$ cat src/rtl/id_ex_stage.sv
// id_ex_stage -- ID/EX pipeline register for the 5-stage MIPS core.
//
// Captures the decoder control word and decoded operands each cycle. It
// resolves the write-back register and extends the immediate. It detects
// load-use hazards and inserts bubbles on a stall or on an EX flush. It also
// keeps saturating stall and flush event counters.
//
// Ports:
//   clk, rst_n          clock, synchronous active-low reset
//   valid_i .. alu_op_i ID-slot instruction: operands, specifiers, controls
//   flush_i             EX resolved a taken branch/jump; kill the ID instruction
//   stall_o             combinational load-use stall to IF/ID and PC
//   valid_o .. alu_op_o registered EX-slot instruction
//   stall_cnt_o         saturating count of stall cycles not hidden by a flush
//   flush_cnt_o         saturating count of flushes that killed a valid instr
module id_ex_stage #(
    parameter int CNT_W    = 16,
    parameter int LINK_REG = 31
) (
    input  logic             clk,
    input  logic             rst_n,
    input  logic             valid_i,
    input  logic [31:0]      pc_plus4_i,
    input  logic [31:0]      rs_data_i,
    input  logic [31:0]      rt_data_i,
    input  logic [15:0]      imm_i,
    input  logic [4:0]       shamt_i,
    input  logic [4:0]       rs_i,
    input  logic [4:0]       rt_i,
    input  logic [4:0]       rd_i,
    input  logic             reg_dst_i,
    input  logic             data_c_i,
    input  logic             reg_write_i,
    input  logic             branch_i,
    input  logic             mem_read_i,
    input  logic             mem_write_i,
    input  logic             imm_en_i,
    input  logic             signed_imm_i,
    input  logic [1:0]       pc_src_i,
    input  logic [3:0]       alu_op_i,
    input  logic             flush_i,
    output logic             stall_o,
    output logic             valid_o,
    output logic [31:0]      pc_plus4_o,
    output logic [31:0]      rs_data_o,
    output logic [31:0]      rt_data_o,
    output logic [31:0]      imm_ext_o,
    output logic [4:0]       shamt_o,
    output logic [4:0]       rs_o,
    output logic [4:0]       rt_o,
    output logic [4:0]       wr_addr_o,
    output logic             data_c_o,
    output logic             reg_write_o,
    output logic             branch_o,
    output logic             mem_read_o,
    output logic             mem_write_o,
    output logic             imm_en_o,
    output logic [1:0]       pc_src_o,
    output logic [3:0]       alu_op_o,
    output logic [CNT_W-1:0] stall_cnt_o,
    output logic [CNT_W-1:0] flush_cnt_o
);

    typedef struct packed {
        logic        valid;
        logic [31:0] pc_plus4;
        logic [31:0] rs_data;
        logic [31:0] rt_data;
        logic [31:0] imm_ext;
        logic [4:0]  shamt;
        logic [4:0]  rs;
        logic [4:0]  rt;
        logic [4:0]  wr_addr;
        logic        data_c;
        logic        reg_write;
        logic        branch;
        logic        mem_read;
        logic        mem_write;
        logic        imm_en;
        logic [1:0]  pc_src;
        logic [3:0]  alu_op;
    } ex_t;

    ex_t              ex_d, ex_q;
    logic [CNT_W-1:0] stall_cnt_d, stall_cnt_q;
    logic [CNT_W-1:0] flush_cnt_d, flush_cnt_q;
    logic [4:0]       wr_addr;
    logic [31:0]      imm_ext;
    logic             uses_rt;
    logic             stall;

    always_comb begin
        // jal/jalr link through data_c; pc_src picks the link register
        wr_addr = rd_i;
        if (data_c_i && pc_src_i == 2'b01)      wr_addr = 5'(LINK_REG);
        else if (data_c_i && pc_src_i == 2'b10) wr_addr = rd_i;
        else if (reg_dst_i)                     wr_addr = rt_i;

        imm_ext = signed_imm_i ? {{16{imm_i[15]}}, imm_i} : {16'b0, imm_i};

        // rt is a source unless it is an immediate-form destination; stores read it
        uses_rt = ~imm_en_i | mem_write_i;
        stall   = rst_n & valid_i & ex_q.valid & ex_q.mem_read & (ex_q.wr_addr != 5'd0)
                & ((ex_q.wr_addr == rs_i) | (uses_rt & (ex_q.wr_addr == rt_i)));
    end

    always_comb begin
        ex_d           = '0;
        ex_d.valid     = valid_i;
        ex_d.pc_plus4  = pc_plus4_i;
        ex_d.rs_data   = rs_data_i;
        ex_d.rt_data   = rt_data_i;
        ex_d.imm_ext   = imm_ext;
        ex_d.shamt     = shamt_i;
        ex_d.rs        = rs_i;
        ex_d.rt        = rt_i;
        ex_d.wr_addr   = wr_addr;
        ex_d.data_c    = data_c_i;
        ex_d.imm_en    = imm_en_i;
        ex_d.alu_op    = alu_op_i;
        // side-effecting controls only travel with a valid instruction
        if (valid_i) begin
            ex_d.reg_write = reg_write_i;
            ex_d.branch    = branch_i;
            ex_d.mem_read  = mem_read_i;
            ex_d.mem_write = mem_write_i;
            ex_d.pc_src    = pc_src_i;
        end
        // flush or stall: an all-zero bubble
        if (flush_i || stall) ex_d = '0;

        stall_cnt_d = stall_cnt_q;
        if (stall && !flush_i && stall_cnt_q != '1) stall_cnt_d = stall_cnt_q + CNT_W'(1);
        flush_cnt_d = flush_cnt_q;
        if (flush_i && valid_i && flush_cnt_q != '1) flush_cnt_d = flush_cnt_q + CNT_W'(1);
    end

    always_ff @(posedge clk) begin
        if (!rst_n) begin
            ex_q        <= '0;
            stall_cnt_q <= '0;
            flush_cnt_q <= '0;
        end else begin
            ex_q        <= ex_d;
            stall_cnt_q <= stall_cnt_d;
            flush_cnt_q <= flush_cnt_d;
        end
    end

    assign stall_o     = stall;
    assign valid_o     = ex_q.valid;
    assign pc_plus4_o  = ex_q.pc_plus4;
    assign rs_data_o   = ex_q.rs_data;
    assign rt_data_o   = ex_q.rt_data;
    assign imm_ext_o   = ex_q.imm_ext;
    assign shamt_o     = ex_q.shamt;
    assign rs_o        = ex_q.rs;
    assign rt_o        = ex_q.rt;
    assign wr_addr_o   = ex_q.wr_addr;
    assign data_c_o    = ex_q.data_c;
    assign reg_write_o = ex_q.reg_write;
    assign branch_o    = ex_q.branch;
    assign mem_read_o  = ex_q.mem_read;
    assign mem_write_o = ex_q.mem_write;
    assign imm_en_o    = ex_q.imm_en;
    assign pc_src_o    = ex_q.pc_src;
    assign alu_op_o    = ex_q.alu_op;
    assign stall_cnt_o = stall_cnt_q;
    assign flush_cnt_o = flush_cnt_q;

endmodule

$ cat config.mk
export PLATFORM = sky130hd
export DESIGN_NAME = id_ex_stage
export DESIGN_NICKNAME = d
export VERILOG_FILES = /design/src/rtl/id_ex_stage.sv
export SDC_FILE = /design/constraint.sdc
export NUM_CORES = 1
export LEC_CHECK = 0
export CAP_MARGIN = 20
export CORE_MARGIN = 4
export CORE_UTILIZATION = 38
export DETAILED_ROUTE_END_ITERATION = 10
export HOLD_SLACK_MARGIN = 0.08
export PLACE_DENSITY = 0.85
export SLEW_MARGIN = 20
export SYNTH_ARGS = -nofsm -noshare
export SYNTH_HDL_FRONTEND = slang
export SYNTH_SLANG_ARGS = --single-unit
$ cat constraint.sdc
create_clock -name clk -period 2.6 [get_ports clk]
set_clock_uncertainty 0.15 [all_clocks]
set_input_delay 0.52 -clock clk [delete_from_list [all_inputs] [get_ports clk]]
set_output_delay 0.52 -clock clk [all_outputs]
set_load 0.005 [all_outputs]
==> impl_metrics.tcl <==
set metrics [dict create \
    drv_slew 0 \
    portBuffers 343 \
    grt_max_degree 76 \
    worst_ep_arrival_time_ps 1850 \
    gr-total-overflow 0 \
    drv_cap 0 \
    drtIter0Drc 291 \
    hpwl_um 15390 \
    seq_power_share_pct 47.8 \
    power_density_nw_per_um2 583.5 \
    start_kind "primary input" \
    yosysTopAreaCell "dfxtp_1" \
    p_total_uw 5966 \
    wl_per_cell_um 17.68 \
    comb_power_share_pct 10.8 \
    fin_crit_ps 2519 \
    placed_cells 1080 \
    hold_slack_ps 251.2 \
    final_common_cell "clkdlybuf4s50_1" \
    path_clk_slew_ps 70 \
    clockRootBuffer "clkbuf_16" \
    layout_common_cells "339 x clkdlybuf4s50_1, 178 x dfxtp_1, 136 x and2_1" \
    dieArea_um2 17620 \
    cts.htree.levels 4 \
    p_clk_share_pct 41.4 \
    syn-num-nets 712 \
    hold_viol 0 \
    clk_latency_ps 420 \
    fin_cells 1115 \
    synth.ff_latch_count 178 \
    antenna_left 0 \
    p_leak_uw 0.003858 \
    synth_area_leaders "dfxtp_1 60%, and2_1 14%, xnor2_1 2.7%, buf_4 2.0%, a21oi_1 1.7%" \
    drtPass1Iterations 4 \
    end_kind "primary output" \
    worstHoldPathType "in -> reg" \
    clock-sinks 178 \
    outcome "finished clean" \
    crit_type "in -> out" \
    rows 45 \
    tns_ps 0 \
    synth.distinct_cells 42 \
    antenna_found_initial 2 \
    sw_frac_of_total_pct 22.70 \
    vias_per_cell 4.724 \
    grt_pass1_wl_um 29480 \
    synth_area_per_cell_um2 10.56 \
    ys_seq_area_share_pct 60.25 \
    worstMarginPinSlew_ps 550.3 \
    switching_power_uw 1354 \
    wl_um 19710 \
    hp-start "rs_i[4]" \
    max_freq_ghz 0.3970 \
    grt_pass1_vias 5309 \
    layout-drive-gt1-share_pct 7.351 \
    netlist_instances 560 \
    fin_nets 1064 \
    clock_path_buffers 2 \
    die_y_um 132.8 \
    worstPathRequired_ps 1930 \
    vias 5267 \
    coreArea_um2 15200 \
    rr_startpoint "wr_addr_o[4]" \
    syn_to_final_growth_pct 72.86 \
    die_w_um 132.8 \
    synth_area_um2 5914 \
    max-slew-margin-rel_pct 62.98 \
    yosys.area.top_type_share_pct 60.25 \
    internal_power_uw 4611 \
    peakVddDrop_uv 474.5 \
    start_util_pct 38.91 \
    grt_usage_pct 21.94 \
    startpoint "rt_i[0]" \
    cts_tree "done" \
    period_share_pct 96.88 \
    numCtsBuffers 17 \
    place.gp.congestion 0.8950 \
    top_level_ports 344 \
    yosys_warnings 0 \
    cp_max_fo 2 \
    setup_viol 0 \
    drc_errors 0 \
]
[state kept, by name, summed over array words and instances (netlist names)]
signal / cells
alu_op_o: 4
branch_o: 1
data_c_o: 1
flush_cnt_o: 16
imm_en_o: 1
imm_ext_o: 17
mem_read_o: 1
mem_write_o: 1
pc_plus4_o: 32
pc_src_o: 2
reg_write_o: 1
rs_data_o: 32
rs_o: 5
rt_data_o: 32
rt_o: 5
shamt_o: 5
stall_cnt_o: 16
valid_o: 1
wr_addr_o: 5
[area by class of cell]
type / instances / area (um^2)
Multi-Input combinational cell: 339 / 2153
Tap cell: 188 / 235.2
Timing Repair Buffer: 372 / 3684
Sequential cell: 178 / 3563
Antenna cell: 2 / 5.005
Fill cell: 1174 / 4979
Clock inverter: 14 / 138.9
Inverter: 4 / 15.01
Clock buffer: 18 / 429.2
[timing repair]
item	in CTS	in global routing
buffers inserted	0	1
endpoints found under the setup margin	1	1
pin swaps	1	3
hold buffers	0	0
resized for setup	7	4
endpoints found under the hold margin	0	0
[routing by layer]
metal	routed length, um	share of wire, %	track usage [%]
met5	0	0	0
met3	1946	9.9	9.468
met1	7120	36	22.19
met4	644	3.3	9.758
met2	10000	51	39.17
[path summary, 6_finish.rpt]
kind	end	slack (ps)	cells past startpoint
worst max register to register	pc_plus4_o[16]	250	8
worst max-delay path	stall_o	80	6
worst min-delay path	rs_o[4]	250	2
worst min register to register	stall_cnt_o[8]	360	2
[kinds of logic after synthesis]
logic type | synth area share [%]
AO/OA/AOI/OAI | 6.368
XOR/XNOR | 3.258
adder cells (fa/ha/maj) | 0.4230
buffers and inverters | 3.787
flip-flops | 60.25
multiplexers | 0.6770
AND/OR/NAND/NOR | 25.24
[synthesized netlist by cell type]
cell / number
nor2_1: 18
or2_2: 1
o211ai_1: 3
xor2_1: 4
nand2_1: 23
or3_1: 6
nor4_1: 4
o21ba_2: 1
nand3_1: 15
a2111oi_0: 1
o21ai_2: 1
o21a_1: 3
a221oi_1: 5
nand4b_1: 1
buf_4: 16
nor3_1: 12
o21ai_1: 1
a21boi_0: 2
inv_1: 4
and3_1: 8
nor3b_1: 1
nor4b_1: 4
buf_2: 2
or4_1: 8
and2_1: 136
nand2b_1: 4
clkbuf_1: 21
o311ai_0: 1
and4_1: 4
o41ai_1: 1
mux2i_1: 4
nand4_1: 10
a21oi_1: 20
a211oi_1: 1
o31a_1: 1
o2111ai_1: 1
dfxtp_1: 178
ha_1: 2
xnor2_1: 18
o31ai_1: 7
o21ai_0: 5
o32a_1: 2
[metrics by stage]
stage | cell area, um^2 | setup WS [ps] | utilization (%)
after floorplan | 5914 | 458.5 | -
after global placement | 9628 | -424.6 | 63.33
after detailed placement | 9628 | -420.3 | 63.33
after CTS | 10190 | 27.47 | 67.06
after global routing | 10220 | -0.3502 | 67.25
final | 10220 | 81.12 | 67.25
[power groups by stage]
stage	clock network [uW]	registers, uW	logic [uW]
after floorplan	0	2920	137
after global placement	0	2910	630
after detailed placement	0	2920	641
after CTS	2530	2850	649
after global routing	2640	2860	688
final	2470	2850	642
[critical path, stage by stage]
cell             delay [ps]
clkdlybuf4s50_1         520
xnor2_2                 130
o2111ai_2               180
o32a_1                  240
nor2_2                  110
buf_2                   150
(Power assumes the default switching activity.)
